## src/rtl/fwd_scoreboard_if.sv

```systemverilog
// Issue/forwarding bundle between decode and the forwarding scoreboard.
// Decode side is the master, scoreboard is the slave.
interface fwd_scoreboard_if #(
  parameter int DATA_W = 64,
  parameter int NSRC   = 2,
  parameter int DEPTH  = 3
);
  localparam int SEL_W = $clog2(DEPTH + 1);

  logic                    hold;
  logic                    flush;
  logic                    iss_valid;
  logic                    iss_we;
  logic                    iss_load;
  logic [4:0]              iss_rd;
  logic [NSRC*5-1:0]       src_addr;
  logic [NSRC-1:0]         src_used;
  logic [NSRC*DATA_W-1:0]  rf_data;
  logic [DEPTH*DATA_W-1:0] stg_data;
  logic [NSRC*SEL_W-1:0]   fwd_sel;
  logic [NSRC*DATA_W-1:0]  fwd_data;
  logic                    stall;

  modport master (
    output hold, flush, iss_valid, iss_we, iss_load, iss_rd,
    output src_addr, src_used, rf_data, stg_data,
    input  fwd_sel, fwd_data, stall
  );

  modport slave (
    input  hold, flush, iss_valid, iss_we, iss_load, iss_rd,
    input  src_addr, src_used, rf_data, stg_data,
    output fwd_sel, fwd_data, stall
  );
endinterface

```

## src/rtl/fwd_scoreboard.sv

```systemverilog
// Operand forwarding scoreboard with load-use stall detection.
// Define FWD_STALL_CNT_EN to add the saturating stall_cnt port.
module fwd_scoreboard #(
  parameter int DATA_W   = 64,
  parameter int NSRC     = 2,
  parameter int DEPTH    = 3,
  parameter int ZERO_REG = 31
) (
  input  logic              clk,
  input  logic              reset_n,
`ifdef FWD_STALL_CNT_EN
  output logic [15:0]       stall_cnt,
`endif
  fwd_scoreboard_if.slave   bus
);
  localparam int SEL_W = $clog2(DEPTH + 1);
  localparam logic [4:0] ZR = 5'(ZERO_REG);

  typedef struct packed {
    logic       v;
    logic       we;
    logic       load;
    logic [4:0] rd;
  } ent_t;

  ent_t ent_q [DEPTH];
  ent_t ent_new;
  ent_t ent_sh;
  logic issue;

  assign issue = bus.iss_valid & ~bus.stall & ~bus.flush;

  always_comb begin
    ent_new = '0;
    if (issue) begin
      ent_new.v    = 1'b1;
      ent_new.we   = bus.iss_we;
      ent_new.load = bus.iss_load;
      ent_new.rd   = bus.iss_rd;
    end
  end

  // A flushed entry 0 still ages into entry 1, just invalidated
  always_comb begin
    ent_sh = ent_q[0];
    if (bus.flush) ent_sh.v = 1'b0;
  end

  always_ff @(posedge clk or negedge reset_n) begin
    if (!reset_n) begin
      for (int k = 0; k < DEPTH; k++)
        ent_q[k] <= '0;
    end else if (bus.hold) begin
      if (bus.flush) ent_q[0].v <= 1'b0;
    end else begin
      ent_q[0] <= ent_new;
      ent_q[1] <= ent_sh;
      for (int k = 2; k < DEPTH; k++)
        ent_q[k] <= ent_q[k-1];
    end
  end

  logic              haz    [NSRC];
  logic [SEL_W-1:0]  sel_a  [NSRC];
  logic [DATA_W-1:0] data_a [NSRC];

  for (genvar s = 0; s < NSRC; s++) begin : g_port
    logic [4:0]       a;
    logic             used;
    logic             hit;
    logic             fwd;
    logic [SEL_W-1:0] idx;

    assign a    = bus.src_addr[s*5 +: 5];
    assign used = bus.src_used[s];

    // Scan oldest to youngest so the youngest match wins
    always_comb begin
      hit = 1'b0;
      idx = '0;
      for (int k = DEPTH - 1; k >= 0; k--) begin
        if (used && a != ZR && ent_q[k].v &&
            ent_q[k].we && ent_q[k].rd == a) begin
          hit = 1'b1;
          idx = SEL_W'(k);
        end
      end
    end

    assign haz[s]    = hit & (idx == '0) & ent_q[0].load;
    assign fwd       = hit & ~haz[s];
    assign sel_a[s]  = fwd ? idx + SEL_W'(1) : '0;
    assign data_a[s] = fwd
      ? bus.stg_data[int'(idx)*DATA_W +: DATA_W]
      : bus.rf_data[s*DATA_W +: DATA_W];
  end

  logic any_haz;

  always_comb begin
    any_haz      = 1'b0;
    bus.fwd_sel  = '0;
    bus.fwd_data = '0;
    for (int s = 0; s < NSRC; s++) begin
      bus.fwd_sel[s*SEL_W +: SEL_W]   = sel_a[s];
      bus.fwd_data[s*DATA_W +: DATA_W] = data_a[s];
      any_haz = any_haz | haz[s];
    end
  end

  assign bus.stall = bus.iss_valid & ~bus.flush & any_haz;

`ifdef FWD_STALL_CNT_EN
  always_ff @(posedge clk or negedge reset_n) begin
    if (!reset_n)
      stall_cnt <= '0;
    else if (bus.stall && !bus.hold && stall_cnt != 16'hFFFF)
      stall_cnt <= stall_cnt + 16'd1;
  end
`endif
endmodule
```

## src/flat_wrapper.sv

```systemverilog
// flat-port wrapper written by rule: the top's interface ports become plain ports
module fwd_scoreboard_flat 
#(
  parameter int DATA_W   = 64,
  parameter int NSRC     = 2,
  parameter int DEPTH    = 3,
  parameter int ZERO_REG = 31
)
  (clk, reset_n, bus_hold, bus_flush, bus_iss_valid, bus_iss_we, bus_iss_load, bus_iss_rd, bus_src_addr, bus_src_used, bus_rf_data, bus_stg_data, bus_fwd_sel, bus_fwd_data, bus_stall);
  fwd_scoreboard_if #(.DATA_W(DATA_W), .NSRC(NSRC), .DEPTH(DEPTH)) bus_i ();
  input  logic clk;
  input  logic reset_n;
  input wire logic [$bits(bus_i.hold)-1:0] bus_hold;
  input wire logic [$bits(bus_i.flush)-1:0] bus_flush;
  input wire logic [$bits(bus_i.iss_valid)-1:0] bus_iss_valid;
  input wire logic [$bits(bus_i.iss_we)-1:0] bus_iss_we;
  input wire logic [$bits(bus_i.iss_load)-1:0] bus_iss_load;
  input wire logic [$bits(bus_i.iss_rd)-1:0] bus_iss_rd;
  input wire logic [$bits(bus_i.src_addr)-1:0] bus_src_addr;
  input wire logic [$bits(bus_i.src_used)-1:0] bus_src_used;
  input wire logic [$bits(bus_i.rf_data)-1:0] bus_rf_data;
  input wire logic [$bits(bus_i.stg_data)-1:0] bus_stg_data;
  output wire logic [$bits(bus_i.fwd_sel)-1:0] bus_fwd_sel;
  output wire logic [$bits(bus_i.fwd_data)-1:0] bus_fwd_data;
  output wire logic [$bits(bus_i.stall)-1:0] bus_stall;
  assign bus_i.hold = bus_hold;
  assign bus_i.flush = bus_flush;
  assign bus_i.iss_valid = bus_iss_valid;
  assign bus_i.iss_we = bus_iss_we;
  assign bus_i.iss_load = bus_iss_load;
  assign bus_i.iss_rd = bus_iss_rd;
  assign bus_i.src_addr = bus_src_addr;
  assign bus_i.src_used = bus_src_used;
  assign bus_i.rf_data = bus_rf_data;
  assign bus_i.stg_data = bus_stg_data;
  assign bus_fwd_sel = bus_i.fwd_sel;
  assign bus_fwd_data = bus_i.fwd_data;
  assign bus_stall = bus_i.stall;
  fwd_scoreboard #(.DATA_W(DATA_W), .NSRC(NSRC), .DEPTH(DEPTH), .ZERO_REG(ZERO_REG)) u_core (.clk(clk), .reset_n(reset_n), .bus(bus_i));
endmodule
```

## config.mk

```make
export PLATFORM = sky130hd
export DESIGN_NAME = fwd_scoreboard_flat
export DESIGN_NICKNAME = d
export VERILOG_FILES = /design/src/rtl/fwd_scoreboard_if.sv /design/src/rtl/fwd_scoreboard.sv /design/src/flat_wrapper.sv
export SDC_FILE = /design/constraint.sdc
export NUM_CORES = 1
export LEC_CHECK = 0
export ABC_AREA = 1
export ABC_CLOCK_PERIOD_IN_PS = 2800
export CORE_AREA = 2 2 186 188
export DETAILED_ROUTE_END_ITERATION = 8
export DIE_AREA = 0 0 188 190
export RECOVER_POWER = 100
export SYNTH_ARGS = -nofsm -noshare
export SYNTH_HDL_FRONTEND = slang
export SYNTH_SLANG_ARGS = --single-unit
export TNS_END_PERCENT = 30
```

## constraint.sdc

```tcl
create_clock -name clk -period 2.8 [get_ports clk]
set_input_delay 0.28 -clock clk [delete_from_list [all_inputs] [get_ports clk]]
set_output_delay 0.28 -clock clk [all_outputs]
set_load 0.1 [all_outputs]
```

---- Word level (Yosys, flattened, before mapping) ----
Index checks and enable logic that the tools add are counted.
word-level totals
  bits of input ports ..................... 344
  logic and storage cells ................. 78
  register bits after elaboration ......... 22
  output and inout port bits .............. 133
operators by class
  muxes and demuxes ....................... 19
  $add $sub $neg .......................... 2
  equality and inequality tests ........... 8
  bitwise gates (word level) .............. 15
  reduce and logical (&&, ||, !) cells .... 22
  shift-type cells ........................ 2
operators with widths
  cell                                                           number
  192-bit by 9-bit indexed part select with 64-bit output        2
  64-bit 2-to-1 mux                                              2
  5-bit == test                                                  6
  1-bit logical AND                                              20
  2-bit 2-to-1 mux                                               8
  1-bit AND                                                      10
  5-bit inequality test, second input constant                   2
  1-bit 2-to-1 mux                                               8
  8-bit 2-to-1 mux                                               1
  2-bit by 1-bit adder with 2-bit output, second input constant  2
  2-bit zero test                                                2
  1-bit inverter                                                 4
  1-bit OR                                                       1

---- Logic depth before layout (Yosys ltp) ----
  depth in word-level cells ............... 18
  depth in mapped cells ................... 17
  mapped depth without buffers ............ 15

---- Worst setup path before layout ----
No wires, ideal clock.
  path kind ............................... input to output
  start ................................... in bus_src_addr[3]
  end ..................................... out bus_fwd_sel[0]
  stages on the path ...................... 13
  arrival time ............................ 3.268 ns
  required time ........................... 2.520 ns
  buffers on the path ..................... 3
  setup slack ............................. -0.748 ns
  path through ............................ buf_4 -> nand2_1 -> o21ai_1 -> inv_2 -> nand2_1 -> nor2_4 -> nand3_2 -> buf_2 -> ha_1 -> nand2_1 -> nand2_2 -> buf_2 -> a31oi_1
on the way
  word-level cells in the longest chain between the ends .. 14
  elaborated cells between the ends (all ways) .. 27
  those cells by class .................... 1 x add/sub; 4 x eq/ne; 7 x mux; 4 x bitwise; 11 x reduce/logical
RTL lines
  item                             RTL line              text
  start: declaration               flat_wrapper.sv:19    input wire logic [$bits(bus_i.src_addr)-1:0] bus_src_addr;
  5-bit inequality test            fwd_scoreboard.sv:82  if (used && a != ZR && ent_q[k].v &&
  1-bit logical AND (3 in series)  fwd_scoreboard.sv:82
  1-bit logical AND                fwd_scoreboard.sv:83  ent_q[k].we && ent_q[k].rd == a) begin
  2-bit 2-to-1 mux (3 in series)   fwd_scoreboard.sv:82
  2-bit zero test                  fwd_scoreboard.sv:90  assign haz[s] = hit & (idx == '0) & ent_q[0].load;
  1-bit AND (2 in series)          fwd_scoreboard.sv:90
  1-bit inverter                   fwd_scoreboard.sv:91  assign fwd = hit & ~haz[s];
  1-bit AND                        fwd_scoreboard.sv:91
  2-bit 2-to-1 mux *               fwd_scoreboard.sv:92  assign sel_a[s] = fwd ? idx + SEL_W'(1) : '0;
  end: declaration                 flat_wrapper.sv:23    output wire logic [$bits(bus_i.fwd_sel)-1:0] bus_fwd_sel;
Every way passes the cells marked *; elsewhere a longest branch is shown, timed or not.

---- Worst setup path in the final report ----
  start ................................... in bus_src_used[0]
  end ..................................... out bus_fwd_data[53]
on the way
  word-level cells in the longest chain between the ends .. 13
  elaborated cells between the ends (all ways) .. 23
  those cells by class .................... 1 x shift; 7 x mux; 4 x bitwise; 11 x reduce/logical
RTL lines
  item                                                                                              RTL line              text
  start: declaration                                                                                flat_wrapper.sv:20    input wire logic [$bits(bus_i.src_used)-1:0] bus_src_used;
  1-bit logical AND *                                                                               fwd_scoreboard.sv:82
  branches (longest 11 deep; another with 192-bit by 9-bit indexed part select with 64-bit output)  --
  64-bit 2-to-1 mux *                                                                               fwd_scoreboard.sv:94  ? bus.stg_data[int'(idx)*DATA_W +: DATA_W]
  end: declaration                                                                                  flat_wrapper.sv:24    output wire logic [$bits(bus_i.fwd_data)-1:0] bus_fwd_data;
Mark *: on every way between the ends.

==> results <==
-- area by class of cell --
cell class                 count  area, µm²  share of cell area
tap                          455        569              0.0370
sequential                    22        559              0.0364
inverter                     106        425              0.0277
clock buffer                   4       88.8             0.00577
multi-input combinational   1142       6140               0.399
timing repair buffer         612       7600               0.494
-- synthesized netlist by cell type, types with 2 or more instances --
library cell  instances  area, µm²
nand2_1             528       1980
nor2_4                3       33.8
nand3_1             383       1920
buf_1                 9       33.8
inv_1                89        334
nand3b_1              4       30.0
a21oi_1               8       40.0
buf_2                52        260
nor2_1               44        165
nand3_2               8       80.1
ha_1                  2       25.0
o21ai_1               5       25.0
o21ai_0              17       85.1
dfrtp_1              22        551
inv_2                16       60.1
nand4_1             130        813
xnor2_1               2       17.5
buf_6                 6       67.6
buf_4                12       90.1
clkbuf_1             42        158
-- worst paths after layout --
| path | cells past startpoint | to | start |
|---|---|---|---|
| max | 16 | bus_fwd_data[53] | bus_src_used[0] |
| max reg2reg | 16 | u_core.ent_q[18]$_DFFE_PN0N_ | u_core.ent_q[11]$_DFFE_PN0N_ |
| min reg2reg | 2 | u_core.ent_q[6]$_DFFE_PN0N_ | u_core.ent_q[6]$_DFFE_PN0N_ |
| min in group asynchronous | 2 | u_core.ent_q[4]$_DFFE_PN0N_ | reset_n |
| max in group asynchronous | 2 | u_core.ent_q[2]$_DFFE_PN0N_ | reset_n |
| min | 2 | u_core.ent_q[6]$_DFFE_PN0N_ | u_core.ent_q[6]$_DFFE_PN0N_ |
-- logic make-up after synthesis --
kind of cell / Yosys count / share of synthesized area
AND/OR/NAND/NOR: 1105 / 0.741
buffers and inverters: 227 / 0.147
AO/OA/AOI/OAI: 32 / 0.0239
flip-flops: 22 / 0.0804
XOR/XNOR: 3 / 0.00384
adder cells (fa/ha/maj): 2 / 0.00365
-- metal layers --
layer	GRT usage	vias to the layer above	part of all wire
met5	0	-	0
met4	0.0666	0	0.027
met3	0.0362	92	0.081
met2	0.430	707	0.49
met1	0.312	5498	0.40
li1	-	5657	-
-- what timing repair did --
action,in CTS,in global routing
setup buffers,16,10
hold endpoints to repair,0,0
gates resized for setup,99,184
setup endpoints to repair,133,132
hold buffers,0,0
pin swaps,23,55
cloned,3,1
-- placed cells by master, fill, tap and decap left out, drive strengths merged --
master | synthesis | layout
nand3b | 5 | 5
nand2 | 530 | 530
inv | 105 | 103
nor2 | 47 | 47
a31oi | 1 | 1
xnor2 | 2 | 2
dlygate4sd2 | 0 | 9
nand3 | 391 | 391
clkinv | 1 | 3
dlygate4sd3 | 0 | 2
clkdlybuf4s15 | 0 | 1
o211ai | 1 | 1
xor2 | 1 | 1
ha | 2 | 2
a21oi | 8 | 8
clkdlybuf4s50 | 0 | 331
buf | 79 | 265
o21ai | 22 | 22
dfrtp | 22 | 22
clkbuf | 42 | 8
nand4 | 131 | 131
nor3 | 1 | 1
-- power groups by stage --
stage	registers (mW)	clock network, mW	logic, mW
final	0.374	0.339	2.52
after global placement	0.376	0	2.40
after detailed placement	0.375	0	2.40
after CTS	0.370	0.348	2.45
after floorplan	0.364	0	1.20
after global routing	0.377	0.360	2.63
-- critical path: stages --
cell and delay, ps:
clkdlybuf4s50_1 450, o21ai_1 60, buf_4 150, inv_2 110
nand2_1 100, nor2_4 140, nand3_4 100, ha_4 170
nand2_4 80, nand2_8 80, clkinv_8 80, buf_12 160
buf_6 130, nand3_1 90, nand2_2 100, buf_12 170
-- metrics by stage --
| stage | hold slack, ps | instances | TNS, ps | instance area [µm²] |
|---|---|---|---|---|
| floorplan | -15.6 | 1391 | -3400 | 6900 |
| global placement | 464 | 2310 | -30620 | 14100 |
| detailed placement | 482 | 2310 | -34390 | 14100 |
| CTS | 386 | 2333 | -19.8 | 14600 |
| global route | 551 | 2341 | -1720 | 15400 |
| finish | 510 | 2341 | 0 | 15400 |
==> results.toml <==
[global_routing]
grt_remaining_overflow = 0
grt_max_degree = 40
grt.total_usage = 0.245
grt_pass1_vias = 11600
antenna_found_initial = 0
grt_pass1_wl_mm = 69.4

[synth]
synth-main-ff-cell = "dfrtp_1"
synth_edf_count = 0
yosysSeqAreaShare = 0.0804
syn_nets = 1737
async_reset_ff_frac = 1.00
syn-cell-area_um2 = 6850
postSynthAreaPerCell_um2 = 4.92
synth_cell_type_count = 29
synth-seq-cells = 22
yosysWarnings = 0
synthCells = 1391

[place]
dpl_worst_slack_ps = -373
gp_congestion = 0.923
hpwlAfterDp_mm = 35.3
io_buffers = 476

[sta]
setup_viol = 0
grt_setup_unrepaired = "true"
setup_slack_ps = 44.1
clock_skew_ps = 2.63
min_period_over_period = 0.984
worstMarginPinSlew_ps = 1430
max-slew-margin-rel = 0.0455
maxSlewViolCount = 0
max_freq_mhz = 363
finalHoldViolCount = 0
fin_crit_ps = 2760

[route]
remaining_drc_errors = 0
dr.first_iter.drc_count = 1110
first_pass_iters = 7
wirelength_mm = 47.0
drt-wirelength-per-cell_um = 20.1
vias = 12000
ant_nets = 0
vias_per_cell = 5.11

[power_and_ir_drop]
leakage_nw = 6.97
clock_power_share = 0.105
power_frac_comb = 0.780
irDropWorstVdd_v = 0.000261
p_per_area_nw_per_um2 = 210
power_switching_mw = 1.60
switching_share = 0.493
power.total_mw = 3.23
p_int_mw = 1.64
p_seq_frac = 0.116

[final_layout]
diodes = 0
largest_register_ffs = 22
drive_gt1_frac = 0.270
nFillCells = 3401
nNetsFinal = 2233
area_growth_pct = 125
post-route-util = 0.453
regMostFlops = "u_core.ent_q"
top_regs = "u_core.ent_q x22"

[die]
initial_core_util = 0.202
dieArea_um2 = 35700
core_region_area_um2 = 33900
fp.dieW_um = 188
pin_count = 477
rows = 68
fp.dieH_um = 190

[clocking]
cts_tree = "yes"
path_clk_slew_ps = 60
htreeDepth = 1
cts_buffers = 3
clk_latency_ps = 260
clock_sink_count = 22
clockBufferDepth = 2
cts_root_buf = "clkbuf_16"

[critical_path]
path_max_fanout = 8
rrSetupSlack_ps = 470
end_kind = "primary output"
crit_required_ps = 2520
crit_type = "input pin to primary output"
worstSetupStartpointType = "input pin"
cp.arrival_ps = 2480

[hold_path]
hp-class = "register to register"

[status]
status = "finished clean"

[job]
maxCapViolCount = 0
(Power assumes the default switching activity.)
